**src/rtl/wb_master_arbiter.sv**
```systemverilog
// Two-requester (instruction/data) arbiter in front of a classic Wishbone
// master port. Round-robin grant in IDLE, a single outstanding bus cycle in
// BUS, and a one-cycle response to the owning requester in RESP.
module wb_master_arbiter #(
  parameter int DATA_WIDTH     = 32,
  parameter int ADDR_WIDTH     = 32,
  parameter int TIMEOUT_CYCLES = 255
) (
  input  logic                    clk_i,
  input  logic                    reset_i,
  // requester 0 (instruction)
  input  logic                    req0_req_i,
  output logic                    req0_gnt_o,
  input  logic                    req0_we_i,
  input  logic [DATA_WIDTH/8-1:0] req0_be_i,
  input  logic [ADDR_WIDTH-1:0]   req0_addr_i,
  input  logic [DATA_WIDTH-1:0]   req0_wdata_i,
  output logic [DATA_WIDTH-1:0]   req0_rdata_o,
  output logic                    req0_rvalid_o,
  output logic                    req0_err_o,
  // requester 1 (data)
  input  logic                    req1_req_i,
  output logic                    req1_gnt_o,
  input  logic                    req1_we_i,
  input  logic [DATA_WIDTH/8-1:0] req1_be_i,
  input  logic [ADDR_WIDTH-1:0]   req1_addr_i,
  input  logic [DATA_WIDTH-1:0]   req1_wdata_i,
  output logic [DATA_WIDTH-1:0]   req1_rdata_o,
  output logic                    req1_rvalid_o,
  output logic                    req1_err_o,
  // Wishbone master
  output logic                    mcyc_o,
  output logic                    mstb_o,
  output logic                    mwe_o,
  output logic [ADDR_WIDTH-1:0]   maddr_o,
  output logic [DATA_WIDTH-1:0]   mdata_o,
  output logic [DATA_WIDTH/8-1:0] msel_o,
  input  logic                    mstall_i,
  input  logic                    mack_i,
  input  logic [DATA_WIDTH-1:0]   mdata_i,
  input  logic                    merr_i
);

  localparam int BE_WIDTH = DATA_WIDTH / 8;
  // Counter value in the last permitted BUS cycle.
  localparam logic [7:0] TMO_LAST = 8'(TIMEOUT_CYCLES - 1);

  typedef enum logic [1:0] {
    ST_IDLE = 2'd0,
    ST_BUS  = 2'd1,
    ST_RESP = 2'd2
  } state_e;

  state_e                  state_q, state_d;
  logic                    owner_q, owner_d;
  logic                    last_q, last_d;
  logic                    we_q, we_d;
  logic [BE_WIDTH-1:0]     be_q, be_d;
  logic [ADDR_WIDTH-1:0]   addr_q, addr_d;
  logic [DATA_WIDTH-1:0]   wdata_q, wdata_d;
  logic [7:0]              cnt_q, cnt_d;
  logic                    err_q, err_d;
  logic [DATA_WIDTH-1:0]   rdata0_q, rdata0_d;
  logic [DATA_WIDTH-1:0]   rdata1_q, rdata1_d;
  logic                    pick;

  // Stall needs no handling of its own: BUS simply waits for ack/err.
  logic stall_unused;
  assign stall_unused = mstall_i;

  // Next-state, arbitration, field capture and response capture.
  always_comb begin
    // NOTE: every signal driven here gets its default first so no path
    // through the case statement can leave one unassigned and infer a latch.
    state_d    = state_q;
    owner_d    = owner_q;
    last_d     = last_q;
    we_d       = we_q;
    be_d       = be_q;
    addr_d     = addr_q;
    wdata_d    = wdata_q;
    cnt_d      = cnt_q;
    err_d      = err_q;
    rdata0_d   = rdata0_q;
    rdata1_d   = rdata1_q;
    req0_gnt_o = 1'b0;
    req1_gnt_o = 1'b0;
    // Tie goes to the requester not granted last; a sole requester always wins.
    pick       = (req0_req_i && req1_req_i) ? ~last_q : req1_req_i;

    unique case (state_q)
      ST_IDLE: begin
        if (!reset_i && (req0_req_i || req1_req_i)) begin
          req0_gnt_o = ~pick;
          req1_gnt_o = pick;
          owner_d    = pick;
          last_d     = pick;
          we_d       = pick ? req1_we_i    : req0_we_i;
          be_d       = pick ? req1_be_i    : req0_be_i;
          addr_d     = pick ? req1_addr_i  : req0_addr_i;
          wdata_d    = pick ? req1_wdata_i : req0_wdata_i;
          cnt_d      = 8'd0;
          err_d      = 1'b0;
          state_d    = ST_BUS;
        end
      end
      ST_BUS: begin
        cnt_d = cnt_q + 8'd1;
        if (mack_i || merr_i) begin
          // Ack together with err counts as an error.
          err_d   = merr_i;
          state_d = ST_RESP;
          if (owner_q) rdata1_d = (merr_i || we_q) ? '0 : mdata_i;
          else         rdata0_d = (merr_i || we_q) ? '0 : mdata_i;
        end else if (cnt_q == TMO_LAST) begin
          err_d   = 1'b1;
          state_d = ST_RESP;
          if (owner_q) rdata1_d = '0;
          else         rdata0_d = '0;
        end
      end
      ST_RESP: state_d = ST_IDLE;
      default: state_d = ST_IDLE;
    endcase
  end

  // State and datapath registers with synchronous reset.
  always_ff @(posedge clk_i) begin
    // NOTE: registers are written with <= so every flop samples the values
    // from before this edge, independent of statement order.
    if (reset_i) begin
      state_q  <= ST_IDLE;
      owner_q  <= 1'b0;
      last_q   <= 1'b1;
      we_q     <= 1'b0;
      be_q     <= '0;
      addr_q   <= '0;
      wdata_q  <= '0;
      cnt_q    <= 8'd0;
      err_q    <= 1'b0;
      rdata0_q <= '0;
      rdata1_q <= '0;
    end else begin
      state_q  <= state_d;
      owner_q  <= owner_d;
      last_q   <= last_d;
      we_q     <= we_d;
      be_q     <= be_d;
      addr_q   <= addr_d;
      wdata_q  <= wdata_d;
      cnt_q    <= cnt_d;
      err_q    <= err_d;
      rdata0_q <= rdata0_d;
      rdata1_q <= rdata1_d;
    end
  end

  assign mcyc_o        = (state_q == ST_BUS);
  assign mstb_o        = (state_q == ST_BUS);
  assign mwe_o         = we_q;
  assign maddr_o       = addr_q;
  assign mdata_o       = wdata_q;
  assign msel_o        = be_q;

  assign req0_rvalid_o = (state_q == ST_RESP) && !owner_q;
  assign req1_rvalid_o = (state_q == ST_RESP) &&  owner_q;
  assign req0_err_o    = req0_rvalid_o && err_q;
  assign req1_err_o    = req1_rvalid_o && err_q;
  assign req0_rdata_o  = rdata0_q;
  assign req1_rdata_o  = rdata1_q;

endmodule

```
**config.mk**
```make
export PLATFORM = sky130hd
export DESIGN_NAME = wb_master_arbiter
export DESIGN_NICKNAME = d
export VERILOG_FILES = /design/src/rtl/wb_master_arbiter.sv
export SDC_FILE = /design/constraint.sdc
export NUM_CORES = 1
export LEC_CHECK = 0
export BUFFER_PORTS_ARGS = -buffer_cell sky130_fd_sc_hd__buf_4
export CAP_MARGIN = 20
export CORE_UTILIZATION = 41
export CTS_CLUSTER_DIAMETER = 150
export DETAILED_ROUTE_END_ITERATION = 10
export GPL_TIMING_DRIVEN = 0
export MAX_ROUTING_LAYER = met4
export PLACE_DENSITY_LB_ADDON = 0.05
export REMOVE_ABC_BUFFERS = 1
export SLEW_MARGIN = 5
export SYNTH_ARGS = -nofsm -noshare
export SYNTH_HDL_FRONTEND = slang
export SYNTH_SLANG_ARGS = --single-unit
```
**constraint.sdc**
```tcl
create_clock -name clk_i -period 1.9 [get_ports clk_i]
set_clock_uncertainty 0.2 [all_clocks]
set_input_delay 0.19 -clock clk_i [delete_from_list [all_inputs] [get_ports clk_i]]
set_output_delay 0.19 -clock clk_i [all_outputs]
set_load 0.1 [all_outputs]
```
# [Word-level counts from Yosys, hierarchy flattened]
# Cells that the tools add are included.
# W data, S select, Z words.
[word_totals] ff_bits=146 wordCells=71 output_inout_bits=141 in_bits=177
[classes] muxes=28 n_reduce_logical=20 addsub=1 bitwise_logic=2 n_eq_ne=9
[op_table] op="$mux W32" count=11
[op_table] op="$pmux W8 S2" count=1
[op_table] op="$ne A2 B2 Y1 const B" count=5
[op_table] op="$mux W1" count=9
[op_table] op="$add A8 B1 Y8 const B" count=1
[op_table] op="$eq A8 B8 Y1 const B" count=1
[op_table] op="$mux W8" count=1
[op_table] op="$reduce_and A4 Y1" count=2
[op_table] op="$logic_and A1 B1 Y1" count=6
[op_table] op="$mux W2" count=3
[op_table] op="$reduce_and A2 Y1" count=3
[op_table] op="$mux W4" count=1
[op_table] op="$pmux W2 S2" count=1
[op_table] op="$reduce_bool A2 Y1" count=2
[op_table] op="$logic_or A1 B1 Y1" count=3
[op_table] op="$ne A3 B1 Y1 const B" count=1
[op_table] op="$reduce_and A3 Y1" count=1
[op_table] op="$eq A2 B1 Y1 const B" count=1
[op_table] op="$eq A2 B2 Y1 const B" count=1
[op_table] op="$logic_not A1 Y1" count=2
[op_table] op="$logic_not A2 Y1" count=1
[op_table] op="$not A1 Y1" count=2
[op_table] op="$pmux W1 S2" count=1

# [Depth between registers and ports, before layout]
# Gate-level depths: netlist of the first run.
[depth] depth_word=5 mapped_depth=8 depth_no_buf=6

# [Least setup slack after synthesis of the first run]
# No wires, ideal clock.
[synth_timing] path_type="register to output" from="register state_q[1]" to="output port req0_err_o" path_buffers=0 path_stages_with_launch=4 slack_ns=-1.386 t_required_ns=1.510 arrival_ns=2.896 path_cell_list="dfxtp_1 > nor2b_1 > nor2b_1 > and2_1"
[synth_between] elab_chain_cells=3
[synth_lines] element="start: declaration" line="54" source="state_e state_q, state_d;"
[synth_lines] element="start signal: assignment" line="144" source="state_q <= state_d;"
[synth_lines] element="$eq A2 B2 Y1" line="165" source="assign req0_rvalid_o = (state_q == ST_RESP) && !owner_q;"
[synth_lines] element="$logic_and A1 B1 Y1" line="165"
[synth_lines] element="named net req0_rvalid_o" line="19" source="output logic req0_rvalid_o,"
[synth_lines] element="$logic_and A1 B1 Y1" line="167" source="assign req0_err_o = req0_rvalid_o && err_q;"
[synth_lines] element="end: declaration" line="20" source="output logic req0_err_o,"
# The timed path passes the listed nets, and every way through them passes these cells.

# [Worst setup path in the final report of the first run]
[layout_timing] from="register state_q[1]" to="output port req0_gnt_o"
[layout_between] elab_chain_cells=2
[layout_lines] element="$logic_not A2 Y1" line="91" source="unique case (state_q)"
[layout_lines] element="$mux W1" line="91"
[layout_lines] element="end: declaration" line="13" source="output logic req0_gnt_o,"
# No other way between the ends.

==> run summary, run 1 <==
The run finished, with violations left. The final reports fail on setup timing. The worst path uses 109% of the clock period. The net switching power is 0.00373 W.

The length of the first detailed-routing pass in iterations is 5. The post-detailed-route via-to-cell ratio is 5.50. The final hold slack came out at 0.0390 ns. The number of global-route vias before repair came out at 7472. The post-synthesis sequential element count came out at 146. The die covers 15600 µm². TritonCTS built the clock tree. The worst-path maximum fanout came out at 5. After the first detailed-routing iteration, the DRC count stood at 551. The cell leakage power is 5.02 nW. Setup repair after global routing could not meet its margin everywhere. The vertical die dimension is 125 µm. The layout cell share with drive strength beyond 1 came out at 38.6%.

Clock latency on the worst-skew pair, taken at its later pin, is 0.42 ns. The post-synthesis area per instance is 8.18 µm². The overall overflow remaining after global route came out at 0. The tree is rooted in a clkbuf_16. The count of pins over their slew limit came out at 0. The standard-cell row count came out at 44. Among all flip-flop cells after synthesis, the most frequent one is dfxtp_1. Wires add up to 27500 µm.

OpenSTA, run right after detailed placement, puts the worst setup slack at -0.691 ns. The sum of net half-perimeters after detailed placement is 13800 µm. The congestion estimate from routability-driven global placement came to 0.780. The total I/O pin count came out at 318.

Of the total power, the share spent switching nets is 35.2%. The post-synthesis instance total came out at 755. The area growth from synthesis to final layout is 90.3%.

The largest voltage drop on the vdd net is 687 µV. The starting density of the core is 42.3%. The path class of the tightest hold or removal check is primary input to flip-flop. By area the synthesized netlist is led by dfxtp_1, nand2_1, a211oi_1, a21oi_2, o21ai_0. The data arrival time of the critical path came out at 1.69 ns. The remaining design rule violation count came out at 0. Of all cell types, the one taking the most synthesized area is dfxtp_1. The number of buffers created by CTS is 17. The worst setup path is of the flip-flop to output port kind. The number of fill cells in the layout came out at 910. The number of max-capacitance violations reported is 0. The power per cell area is 902 nW/µm². The die is 125 µm wide. The routed layout has 7866 vias.

The required time of the critical path is 1.51 ns. Once detail routing completed, the nets flagged for antenna violations numbered 0. The cell count after placement is 1196. The average wire per cell in the routed design came out at 19.2 µm.

The achievable clock frequency came out at 0.481 GHz. At the pin with the least slew margin, the transition time is 0.806 ns. The worst setup path is launched from a flip-flop. The worst setup slack after layout is -0.178 ns.

After the flow finishes, the layout carries non-filler instances totaling 1431. The relative contribution of combinational cells to total power is 31.6%. The share of total power dissipated in sequential elements is 31.8%. The worst-case clock buffer depth came out at 2.

The number of antenna violations at the first check in global routing was 1. The number of clock sinks is 146. The total routing usage reported by global routing came out at 31.8%.

Clock-pin slew was measured on the worst setup and hold paths at 0.06 ns. The wire length of the first global-routing pass came out at 38600 µm. STA classifies the critical path endpoint as an output port. The quantity of I/O buffers inserted on ports is 316. The H-tree was split into 4 levels. The final layout contains 1412 nets.

The share of async-settable or async-resettable flops after synthesis is 0%. The count of flip-flops with a built-in enable after synthesis came out at 0. Setup violations remaining at the end of the flow were counted as 69. The cell area after synthesis came out at 6170 µm². The maximum number of pins on one net before global-route repair is 87. The sequential area share after synthesis came out at 47.3%. The clock network is responsible for 36.6% of the overall power.

Counting distinct cell types in the post-synthesis netlist gives 37. The worst slew margin relative to its limit is 46.2%. The area share of the largest cell type after synthesis is 47.3%. The number of warnings printed during yosys synthesis came out at 0.

After floorplanning, the core was sized to cover 14600 µm². Counting I/O delays and the setup requirement, the final critical path takes 2.08 ns. The internal power consumption came out at 0.00686 W. The final count of hold timing violations came out at 0.
-- power by group through the flow --
stage | Combinational (W) | Sequential (W) | Clock [W]
floorplan | 0.000661 | 0.00458 | 0
global placement | 0.00266 | 0.00340 | 0
detailed placement | 0.00268 | 0.00341 | 0
CTS | 0.00305 | 0.00335 | 0.00388
global route | 0.00346 | 0.00338 | 0.00403
finish | 0.00335 | 0.00336 | 0.00388
-- Yosys cell counts (2+ instances only) --
cell	count
dfxtp_1	146
nand2_1	142
nor2_1	81
a211oi_1	70
o21ai_0	65
clkbuf_1	44
a21oi_2	40
nand3_1	36
a21oi_1	34
o211ai_1	32
buf_2	11
buf_1	7
buf_6	6
and2_1	3
clkbuf_2	3
inv_1	3
nor2b_1	3
a22oi_1	2
ha_1	2
mux2_2	2
nand2b_1	2
nand4_1	2
o2111ai_1	2
o21a_1	2
o41ai_1	2
or4_1	2
-- final timing paths --
path                            depth (start not counted)  slack [ns]                          start                       endpoint
worst max-delay path                                    3       -0.18        state_q[1]$_SDFFE_PP0P_                     req0_gnt_o
worst min-delay path                                    4        0.04                     req1_req_i            last_q$_SDFFE_PP1P_
worst max register to register                          6       -0.16        state_q[1]$_SDFFE_PP0P_       maddr_o[23]$_SDFFE_PP0P_
worst min register to register                          2        0.26  req0_rdata_o[16]$_SDFFE_PP0P_  req0_rdata_o[16]$_SDFFE_PP0P_
-- sequential cells by signal, summed over array words and instances (netlist names) --
name,flops
cnt_q,8
err_q,1
last_q,1
maddr_o,32
mdata_o,32
msel_o,4
mwe_o,1
owner_q,1
req0_rdata_o,32
req1_rdata_o,32
state_q,2
-- layout by cell type (no fill, tap or decap), types with 2 or more instances in the layout --
cell,count
dfxtp_1,143
a21oi_4,9
dlygate4sd3_1,171
inv_2,2
buf_8,7
and2_4,2
o21ai_0,65
mux2_2,2
buf_12,10
or4_4,2
a211oi_1,68
nand2_1,139
nand4_1,2
ha_1,2
nand3_1,35
buf_4,330
nand2_4,3
clkinv_2,2
o21a_4,2
clkinvlp_4,2
buf_6,3
buf_16,3
o211ai_1,32
a22oi_1,2
o41ai_1,2
nor2_4,3
a21oi_2,52
o2111ai_1,2
dfxtp_4,2
bufinv_16,6
clkbuf_16,21
nor2_1,79
clkinv_4,2
a211oi_2,2
inv_4,2
a21oi_1,13
-- repair_timing --
item | CTS | global route
setup buffers | 11 | 9
hold buffers | 171 | 0
gates resized for setup | 26 | 56
pin swaps | 4 | 7
gates cloned | 3 | 8
endpoints found under the setup margin | 147 | 134
hold endpoints to repair | 134 | 0
-- through the flow --
step / setup TNS, ns / utilization [%] / power (W) / cell area (µm²)
2_1_floorplan: -270.50 / - / 0.00524 / 5840
3_3_place_gp: -474.56 / 57.8 / 0.00606 / 8440
3_5_place_dp: -63.24 / 59.5 / 0.00608 / 8680
4_1_cts: -7.28 / 77.4 / 0.0103 / 11300
5_1_grt: -8.82 / 80.5 / 0.0109 / 11700
6_report: -5.84 / 80.5 / 0.0106 / 11700
-- area by class of cell --
| type | count | area (µm²) | area share [%] |
|---|---|---|---|
| antenna | 1 | 2.50 | 0.0213 |
| clock buffer | 19 | 443 | 3.77 |
| clock inverter | 13 | 231 | 1.97 |
| inverter | 4 | 20.0 | 0.170 |
| multi-input combinational | 536 | 3180 | 27.0 |
| sequential | 146 | 2930 | 25.0 |
| tap | 184 | 230 | 1.96 |
| timing repair buffer | 528 | 4710 | 40.1 |
-- worst max-delay path: stages, from the launching register on --
cell     delay (ns)
dfxtp_4        0.36
or4_4          0.59
nor2_4         0.13
buf_12         0.18
-- cell families after synthesis --
logic type	synth area share, %
flops	47.3
buf+inv	5.70
compound gates	27.4
simple gates	18.7
fa+ha+maj	0.405
mux	0.365
-- routing by layer --
| metal | GRT usage (%) | share of wire (%) | vias to the layer above |
|---|---|---|---|
| met1 | 35.2 | 37 | 3700 |
| met3 | 7.52 | 7.7 | 126 |
| met4 | 17.3 | 5.8 | 0 |
| met5 | - | 0 | - |
| met2 | 52.8 | 49 | 435 |
| li1 | - | - | 3605 |
Power figures use the tool's default switching activity.
==> run 2: changes to the inputs <==
- CELL_PAD_IN_SITES_DETAIL_PLACEMENT: unset -> 1
- CELL_PAD_IN_SITES_GLOBAL_PLACEMENT: unset -> 1
- CORE_UTILIZATION: 41 -> 29
- CTS_BUF_LIST: unset -> sky130_fd_sc_hd__clkbuf_8
==> run 2 against run 1 <==
- highest routed layer unchanged
- wire length up 13%
- sequential power about the same
- the flow still finishes with violations (setup timing)
- critical endpoint is now mdata_o[13]$_SDFFE_PP0P_
- first-iteration DRC count down 58%
- clock power down 40%
- sequential share of layout area down 0.16 points
==> run summary, run 2 (same netlist as run 1, synthesis figures left out) <==
The element type at the critical path start is a flip-flop (unchanged). The layout cell share with drive strength beyond 1 is 39.5% (was 38.6%). The number of antenna violations at the first check in global routing is 1 (unchanged). The TritonCTS clock tree is yes (unchanged). The worst setup slack for register-to-register paths is -0.29 ns (was -0.16 ns).

The wire length of the first global-routing pass came out at 42000 µm (was 38600 µm). The sum of negative setup slack came to -6.60 ns (was -5.84 ns). The overall overflow remaining after global route is 0 (unchanged). The total I/O pin count is 318 (unchanged). The largest voltage drop on the vdd net is 367 µV (was 687 µV). The worst-case clock buffer depth came to 2 (unchanged). Violated checks: setup timing (unchanged). Setup repair after global routing missed its margin: true (unchanged). The count of pins over their slew limit is 0 (unchanged). The power per cell area is 775 nW/µm² (was 902 nW/µm²). The data arrival time of the critical path is 2.32 ns (was 1.69 ns). The worst flop-to-flop path endpoint is mdata_o[13]$_SDFFE_PP0P_ (was maddr_o[23]$_SDFFE_PP0P_).

The remaining design rule violation count is 0 (unchanged). The worst setup slack after layout came out at -0.293 ns (was -0.178 ns). The classification of the worst-slack hold path is primary input to flip-flop (unchanged).

The startpoint of the worst-slack reg-to-reg timing path is state_q[1]$_SDFFE_PP0P_ (unchanged). The H-tree level count was 4 (unchanged). The DRC violation total after the first TritonRoute iteration was 229 (was 551). The required time of the critical path came out at 2.03 ns (was 1.51 ns). The standard-cell row count came out at 53 (was 44). The quantity of I/O buffers inserted on ports is 316 (unchanged).

The type of element capturing the critical path is a flip-flop (was output port). The shortest clock period the worst path allows after layout is 2.19 ns (was 2.08 ns). The horizontal extent of the die was 148 µm (was 125 µm). The area inside the core boundary is 21000 µm² (was 14600 µm²).

The starting density of the core came out at 29.5% (was 42.3%). Result of the run: complete, but fails checks (unchanged). Most frequent cells in the layout: buf_4, dlygate4sd3_1, dfxtp_1 (unchanged). The number of global-route vias before repair came out at 7877 (was 7472). The number of cells in the finished layout apart from fillers is 1534 (was 1431).

The critical path buffer and inverter count is 5 (was 1). The critical path's largest stage delay is 0.37 ns (was 0.59 ns). The slew at the pin closest to its max-slew limit is 0.830 ns (was 0.806 ns). The area growth from synthesis to final layout came out at 91.4% (was 90.3%). The final clock period utilization by the worst path came to 115% (was 109%). The number of stages on the worst hold path is 2 (was 4). The length of the first detailed-routing pass in iterations is 5 (unchanged). The post-detailed-route via-to-cell ratio is 5.01 (was 5.50).

The maximum number of pins on one net before global-route repair came out at 87 (unchanged). Counting stages on the worst path, the most repeated cell is buf_12. The average wire per cell in the routed design is 20.2 µm (was 19.2 µm). The insertion delay to the later sink of the worst-skew pair was 0.44 ns (was 0.42 ns). The worst reg-to-reg path cell count is 8 (was 6).

The launching instance or port of the critical path was state_q[1]$_SDFFE_PP0P_ (unchanged). The count of nets left with antenna violations after detail routing came out at 0 (unchanged). The startpoint of the worst hold path is reset_i (was req1_req_i). The overall die area is 21900 µm² (was 15600 µm²).

The cell at the root of the clock tree is clkbuf_8 (was clkbuf_16). The final count of hold timing violations is 0 (unchanged). The worst slew margin relative to its limit came out at 44.7% (was 46.2%). The number of clock sinks came out at 146 (unchanged). The vertical die dimension is 148 µm (was 125 µm).

The cell count after placement came out at 1288 (was 1196). The number of logic stages on the critical path including buffering is 8 (was 3). The detailed-route via count came out at 7686 (was 7866). The cell at the slowest stage of the critical path was dfxtp_4 (was or4_4). The worst-path maximum fanout came out at 15 (was 5). The net total in the final layout is 1425 (was 1412).

The sum of net half-perimeters after detailed placement is 16000 µm (was 13800 µm). The most common cell after layout, fill and taps aside is buf_4 (unchanged). The register clock-pin slew on the reported worst setup and hold paths is 0.09 ns (was 0.06 ns). The routed wire length is 31000 µm (was 27500 µm). The cell leakage power came out at 4.98 nW (was 5.02 nW). The number of buffers created by CTS is 17 (unchanged). The final design utilization came out at 56.4% (was 80.5%).

The number of fill cells in the layout is 2412 (was 910). The weighted congestion reported at the end of routability-driven placement is 0.730 (was 0.780). The path type of the worst setup path is flip-flop to flip-flop (was flip-flop to output port).

The endpoint of the worst hold-timing path is state_q[1]$_SDFFE_PP0P_ (was last_q$_SDFFE_PP1P_). The number of max-capacitance violations reported came to 0 (unchanged). Cell breakdown of the critical path: buf_4 > nor4_4 > buf_8 > buf_12 > buf_12 > buf_12 > nor2_1 > a211oi_1 (was or4_4 > nor2_4 > buf_12). The total routing usage reported by global routing is 25.3% (was 31.8%). The achievable clock frequency is 0.456 GHz (was 0.481 GHz). The setup-violating endpoint count in the final report is 79 (was 69). The cell type group with the largest total delay on the critical path is buffers and inverters (was simple AND/OR/NAND/NOR gates).
run 2: cell types whose count changed in the layout (fill, tap and decap cells not counted), sizes merged:
cell          previous run  this run
buf                    353       361
bufinv                   6         1
inv                      5         7
clkbuf                  23        25
clkinvlp                 2         4
dlymetal6s4s             0         1
clkinv                   4         6
run 2: per-layer routing:
| layer | share of wire (%) | global-route usage (%) | vias up |
|---|---|---|---|
| met2 | 51 | 43.9 | 260 |
| met5 | 0 | - | - |
| met4 | 2.9 | 9.38 | 0 |
| met1 | 41 | 28.1 | 3729 |
| met3 | 5.6 | 6.14 | 65 |
| li1 | - | - | 3632 |
run 2: through the flow:
step	hold WS [ns]	cell area, µm²	worst slack, ns	power (W)
after floorplan	0.0591	5840	-2.89	0.00524
after global placement	0.220	8550	-4.94	0.00611
after detailed placement	0.225	8820	-0.817	0.00614
after CTS	0.00248	11200	-0.259	0.00888
after global routing	0.102	11800	-0.323	0.00948
final	0.112	11800	-0.293	0.00915
run 2: timing repair:
action | in CTS | in global routing
hold buffers | 172 | 0
endpoints found under the hold margin | 135 | 0
buffers inserted | 13 | 13
cloned | 4 | 13
setup endpoints to repair | 142 | 143
resized for setup | 42 | 65
pin swaps | 5 | 7
run 2: area by class of cell:
type	count	area (µm²)	share of cell area (%)
tap	275	344	2.91
multi-input combinational	536	3220	27.2
clock buffer	17	234	1.98
clock inverter	14	115	0.974
antenna	1	2.50	0.0212
timing repair buffer	541	4950	41.9
inverter	4	20.0	0.169
sequential	146	2930	24.8
run 2: report_power, final:
| group | switching, W | internal [W] |
|---|---|---|
| Sequential | 0.000123 | 0.00324 |
| Combinational | 0.00228 | 0.00118 |
| Clock | 0.00131 | 0.00102 |
run 2: worst max-delay path by stage:
stage,endpoint
4_1_cts,req0_gnt_o
3_5_place_dp,req1_rdata_o[10]$_SDFFE_PP0P_
5_1_grt,mdata_o[13]$_SDFFE_PP0P_
6_report,mdata_o[13]$_SDFFE_PP0P_
2_1_floorplan,req1_rdata_o[0]$_SDFFE_PP0P_
3_3_place_gp,req1_rdata_o[29]$_SDFFE_PP0P_
==> run 3: changes to the inputs <==
- ABC_AREA: unset -> 1
==> run 3 against run 2 <==
- the flow still finishes with violations (setup timing)
- non-clock buffer count shrank 33
- utilization fell by 3.4 points
- count of clock-buffer cells in the layout rose by 1
- worst hold slack worse by 0.083 ns
- sequential power grew 1%
- sequential share of layout area fell by 1.1 points
- area after synthesis increased by 12%
- via count increased by 16%
- global-route usage rose by 1.5 points
- critical path depth is 1 lower
- flip-flop and latch count unchanged
- critical path type is now flip-flop to output port
- critical endpoint is now req0_gnt_o
- largest power group unchanged
- highest routed layer unchanged
==> run summary, run 3 <==
The overall die area came to 24500 µm² (was 21900 µm²). The standard-cell row count is 56 (was 53). List of most frequent post-synthesis cells: nand2_1, dfxtp_1, inv_1 (was dfxtp_1, nand2_1, nor2_1). The total routing usage reported by global routing came out at 26.9% (was 25.3%).

The setup-violating endpoint count in the final report is 4 (was 79). Setup repair after global routing missed its margin: true (unchanged). The number of antenna violations at the first check in global routing came to 1 (unchanged).

The post-synthesis instance total came to 1112 (was 755). The startpoint of the worst hold path is reset_i (unchanged). The count of nets left with antenna violations after detail routing came out at 0 (unchanged). The post-synthesis sequential element count is 146 (unchanged). The classification of the worst-slack hold path is primary input to flip-flop (unchanged). The most frequent cell after synthesis is nand2_1 (was dfxtp_1). The worst slew margin relative to its limit is 16.9% (was 44.7%). The worst reg-to-reg path cell count is 10 (was 8). The number of max-capacitance violations reported is 0 (unchanged). The layout cell share with drive strength beyond 1 came out at 26.5% (was 39.5%). The area growth from synthesis to final layout is 79.1% (was 91.4%). The routed wire length came to 33800 µm (was 31000 µm). The worst setup slack after layout is -0.0939 ns (was -0.293 ns).

The share of async-settable or async-resettable flops after synthesis came out at 0% (unchanged). The met3 layer wire length in the routed design is 2060 µm (was 1740 µm). The average wire per cell in the routed design came out at 17.5 µm (was 20.2 µm). The remaining design rule violation count is 0 (unchanged). The capture point of the critical path was req0_gnt_o (was mdata_o[13]$_SDFFE_PP0P_). The total power after layout is 0.0101 W (was 0.00915 W). The worst-case clock buffer depth is 2 (unchanged).

Most frequent cells in the layout: nand2_1, buf_4, dlygate4sd3_1 (was buf_4, dlygate4sd3_1, dfxtp_1). The horizontal extent of the die is 156 µm (was 148 µm). The power per cell area is 811 nW/µm² (was 775 nW/µm²).

The wire length of the first global-routing pass came out at 48900 µm (was 42000 µm). The critical path's largest stage delay came out at 0.34 ns (was 0.37 ns). The post-place setup slack was -1.20 ns (was -0.817 ns).

The count of flip-flops with a built-in enable after synthesis came out at 0 (unchanged). The H-tree level count came out at 4 (unchanged). Result of the run: complete, but fails checks (unchanged). The most common cell after layout, fill and taps aside is nand2_1 (was buf_4). The cell repeated most along the worst path is nor2_4 (was buf_12). The data arrival time of the critical path was 1.60 ns (was 2.32 ns). The overall overflow remaining after global route came out at 0 (unchanged).

The number of warnings printed during yosys synthesis is 0 (unchanged). The area inside the core boundary came out at 23400 µm² (was 21000 µm²). Cell breakdown of the critical path: nor2_2 > o21ai_2 > nor2_4 > clkbuf_16 > inv_16 > nor2_4 > buf_12 (was buf_4 > nor4_4 > buf_8 > buf_12 > buf_12 > buf_12 > nor2_1 > a211oi_1). The register clock-pin slew on the reported worst setup and hold paths came to 0.09 ns (about the same). The slew at the pin closest to its max-slew limit came out at 1.24 ns (was 0.830 ns). The sum of negative setup slack came out at -0.216 ns (was -6.60 ns). The launching instance or port of the critical path was state_q[1]$_SDFFE_PP0P_ (unchanged). The worst flop-to-flop path endpoint is maddr_o[22]$_SDFFE_PP0P_ (was mdata_o[13]$_SDFFE_PP0P_).

The primary flip-flop cell chosen by synthesis mapping is dfxtp_1 (unchanged). The final design utilization was 52.9% (was 56.4%). The starting density of the core came to 29.6% (was 29.5%).

Violated checks: setup timing (unchanged). The detailed-route via count came to 8884 (was 7686). The count of pins over their slew limit is 0 (unchanged).

The quantity of I/O buffers inserted on ports is 316 (unchanged). The vertical die dimension was 156 µm (was 148 µm). The routed length on met1 is 13500 µm (was 12600 µm). The cell area after synthesis was 6920 µm² (was 6170 µm²). The path type of the worst setup path is flip-flop to output port (was flip-flop to flip-flop). The element type at the critical path start was a flip-flop (unchanged).

The net total in the final layout is 1773 (was 1425). The area share of the largest cell type after synthesis came to 42.3% (was 47.3%). The met2 routed wirelength came to 17200 µm (was 15800 µm). The number of buffers created by CTS is 17 (unchanged). The highest layer used for signal routing is met4 (unchanged). The number of clock sinks is 146 (unchanged). The cell at the slowest stage of the critical path was dfxtp_2 (was dfxtp_4). The length of the first detailed-routing pass in iterations is 4 (was 5). The weighted congestion reported at the end of routability-driven placement is 0.755 (was 0.730). The worst-path maximum fanout is 3 (was 15). The insertion delay to the later sink of the worst-skew pair is 0.44 ns (about the same). The startpoint of the worst-slack reg-to-reg timing path was state_q[1]$_SDFFE_PP0P_ (unchanged). The largest area contributor in the synthesized netlist is dfxtp_1 (unchanged). The largest voltage drop on the vdd net came out at 429 µV (was 367 µV). The DRC violation total after the first TritonRoute iteration is 321 (was 229). The worst setup slack for register-to-register paths was 0.05 ns (was -0.29 ns). The total I/O pin count is 318 (unchanged). The cell at the root of the clock tree is clkbuf_8 (unchanged). The sum of net half-perimeters after detailed placement is 17200 µm (was 16000 µm). The post-detailed-route via-to-cell ratio came out at 4.61 (was 5.01).

The TritonCTS clock tree is yes (unchanged). The achievable clock frequency came out at 0.502 GHz (was 0.456 GHz). The shortest clock period the worst path allows after layout came out at 1.99 ns (was 2.19 ns). The maximum number of pins on one net before global-route repair came out at 75 (was 87). The final hold slack is 0.0289 ns (was 0.112 ns). The post-synthesis area per instance came out at 6.22 µm² (was 8.18 µm²). The number of global-route vias before repair was 9126 (was 7877). The cell leakage power came out at 6.22 nW (was 4.98 nW). The distinct cell type count of the synthesized netlist came to 24 (was 37).

The final clock period utilization by the worst path came out at 105% (was 115%). The required time of the critical path came out at 1.51 ns (was 2.03 ns). The final count of hold timing violations came out at 0 (unchanged). The type of element capturing the critical path is an output port (was flip-flop). Cell types occupying the most area after synthesis: dfxtp_1, nand2_1, inv_1, nor2_1, a21oi_1 (was dfxtp_1, nand2_1, a211oi_1, a21oi_2, o21ai_0). The sequential area share after synthesis is 42.3% (was 47.3%).
[run 3: metal layers]
layer	vias up	GRT usage, %
met3	59	6.81
li1	4336	-
met1	4222	28.9
met2	267	47.7
met4	0	9.38
met5	-	-
[run 3: cells by family after synthesis]
| logic type | synth area share [%] |
|---|---|
| AOI/OAI and AO/OA | 6.51 |
| and+or+nand+nor | 38.9 |
| DFF | 42.3 |
| buffers and inverters | 12.0 |
| adders and majority gates | 0.362 |
[run 3: per-stage QoR]
step | cells | cell area [µm²]
after floorplan | 1045 | 6560
after global placement | 1680 | 9330
after detailed placement | 1683 | 9420
after CTS | 1911 | 12100
after global routing | 1927 | 12400
final | 1928 | 12400
[run 3: what timing repair did]
| action | in CTS | in global routing |
|---|---|---|
| gates cloned | 15 | 10 |
| pin swaps | 15 | 15 |
| gates resized for setup | 59 | 42 |
| hold buffers | 171 | 0 |
| buffers inserted | 12 | 6 |
| hold endpoints to repair | 134 | 0 |
| setup endpoints to repair | 151 | 104 |
[run 3: layout make-up]
cell class / count / area (µm²)
timing repair buffer: 508 / 4440
clock buffer: 18 / 248
antenna: 2 / 5.00
tap: 319 / 399
clock inverter: 14 / 213
fill: 3016 / 11000
inverter: 126 / 542
sequential: 146 / 2940
timing repair inverter: 5 / 61.3
multi-input combinational: 790 / 3550
[run 3: power breakdown]
part           internal [W]  switching [W]  leakage, nW  total [W]
Clock               0.00160        0.00128        0.232    0.00288
Sequential          0.00327       0.000136         1.19    0.00340
Combinational       0.00114        0.00263         4.80    0.00377
Total               0.00601        0.00404         6.22     0.0101
[run 3: worst min-delay path by stage]
stage | to | slack [ns] | cells after the start
finish | mdata_o[22]$_SDFFE_PP0P_ | 0.03 | 2
global route | mdata_o[12]$_SDFFE_PP0P_ | 0.03 | 2
CTS | maddr_o[1]$_SDFFE_PP0P_ | 0.008 | 2
detailed placement | maddr_o[30]$_SDFFE_PP0P_ | 0.25 | 2
global placement | last_q$_SDFFE_PP1P_ | 0.25 | 2
floorplan | cnt_q[2]$_SDFFE_PP0P_ | 0.06 | 1
[run 3: worst max-delay path, delay by kind of cell (launching register included)]
family	cells	cell delay [ns]
DFF	1	0.34
AOI/OAI and AO/OA	1	0.09
buffers and inverters	3	0.39
and+or+nand+nor	3	0.33
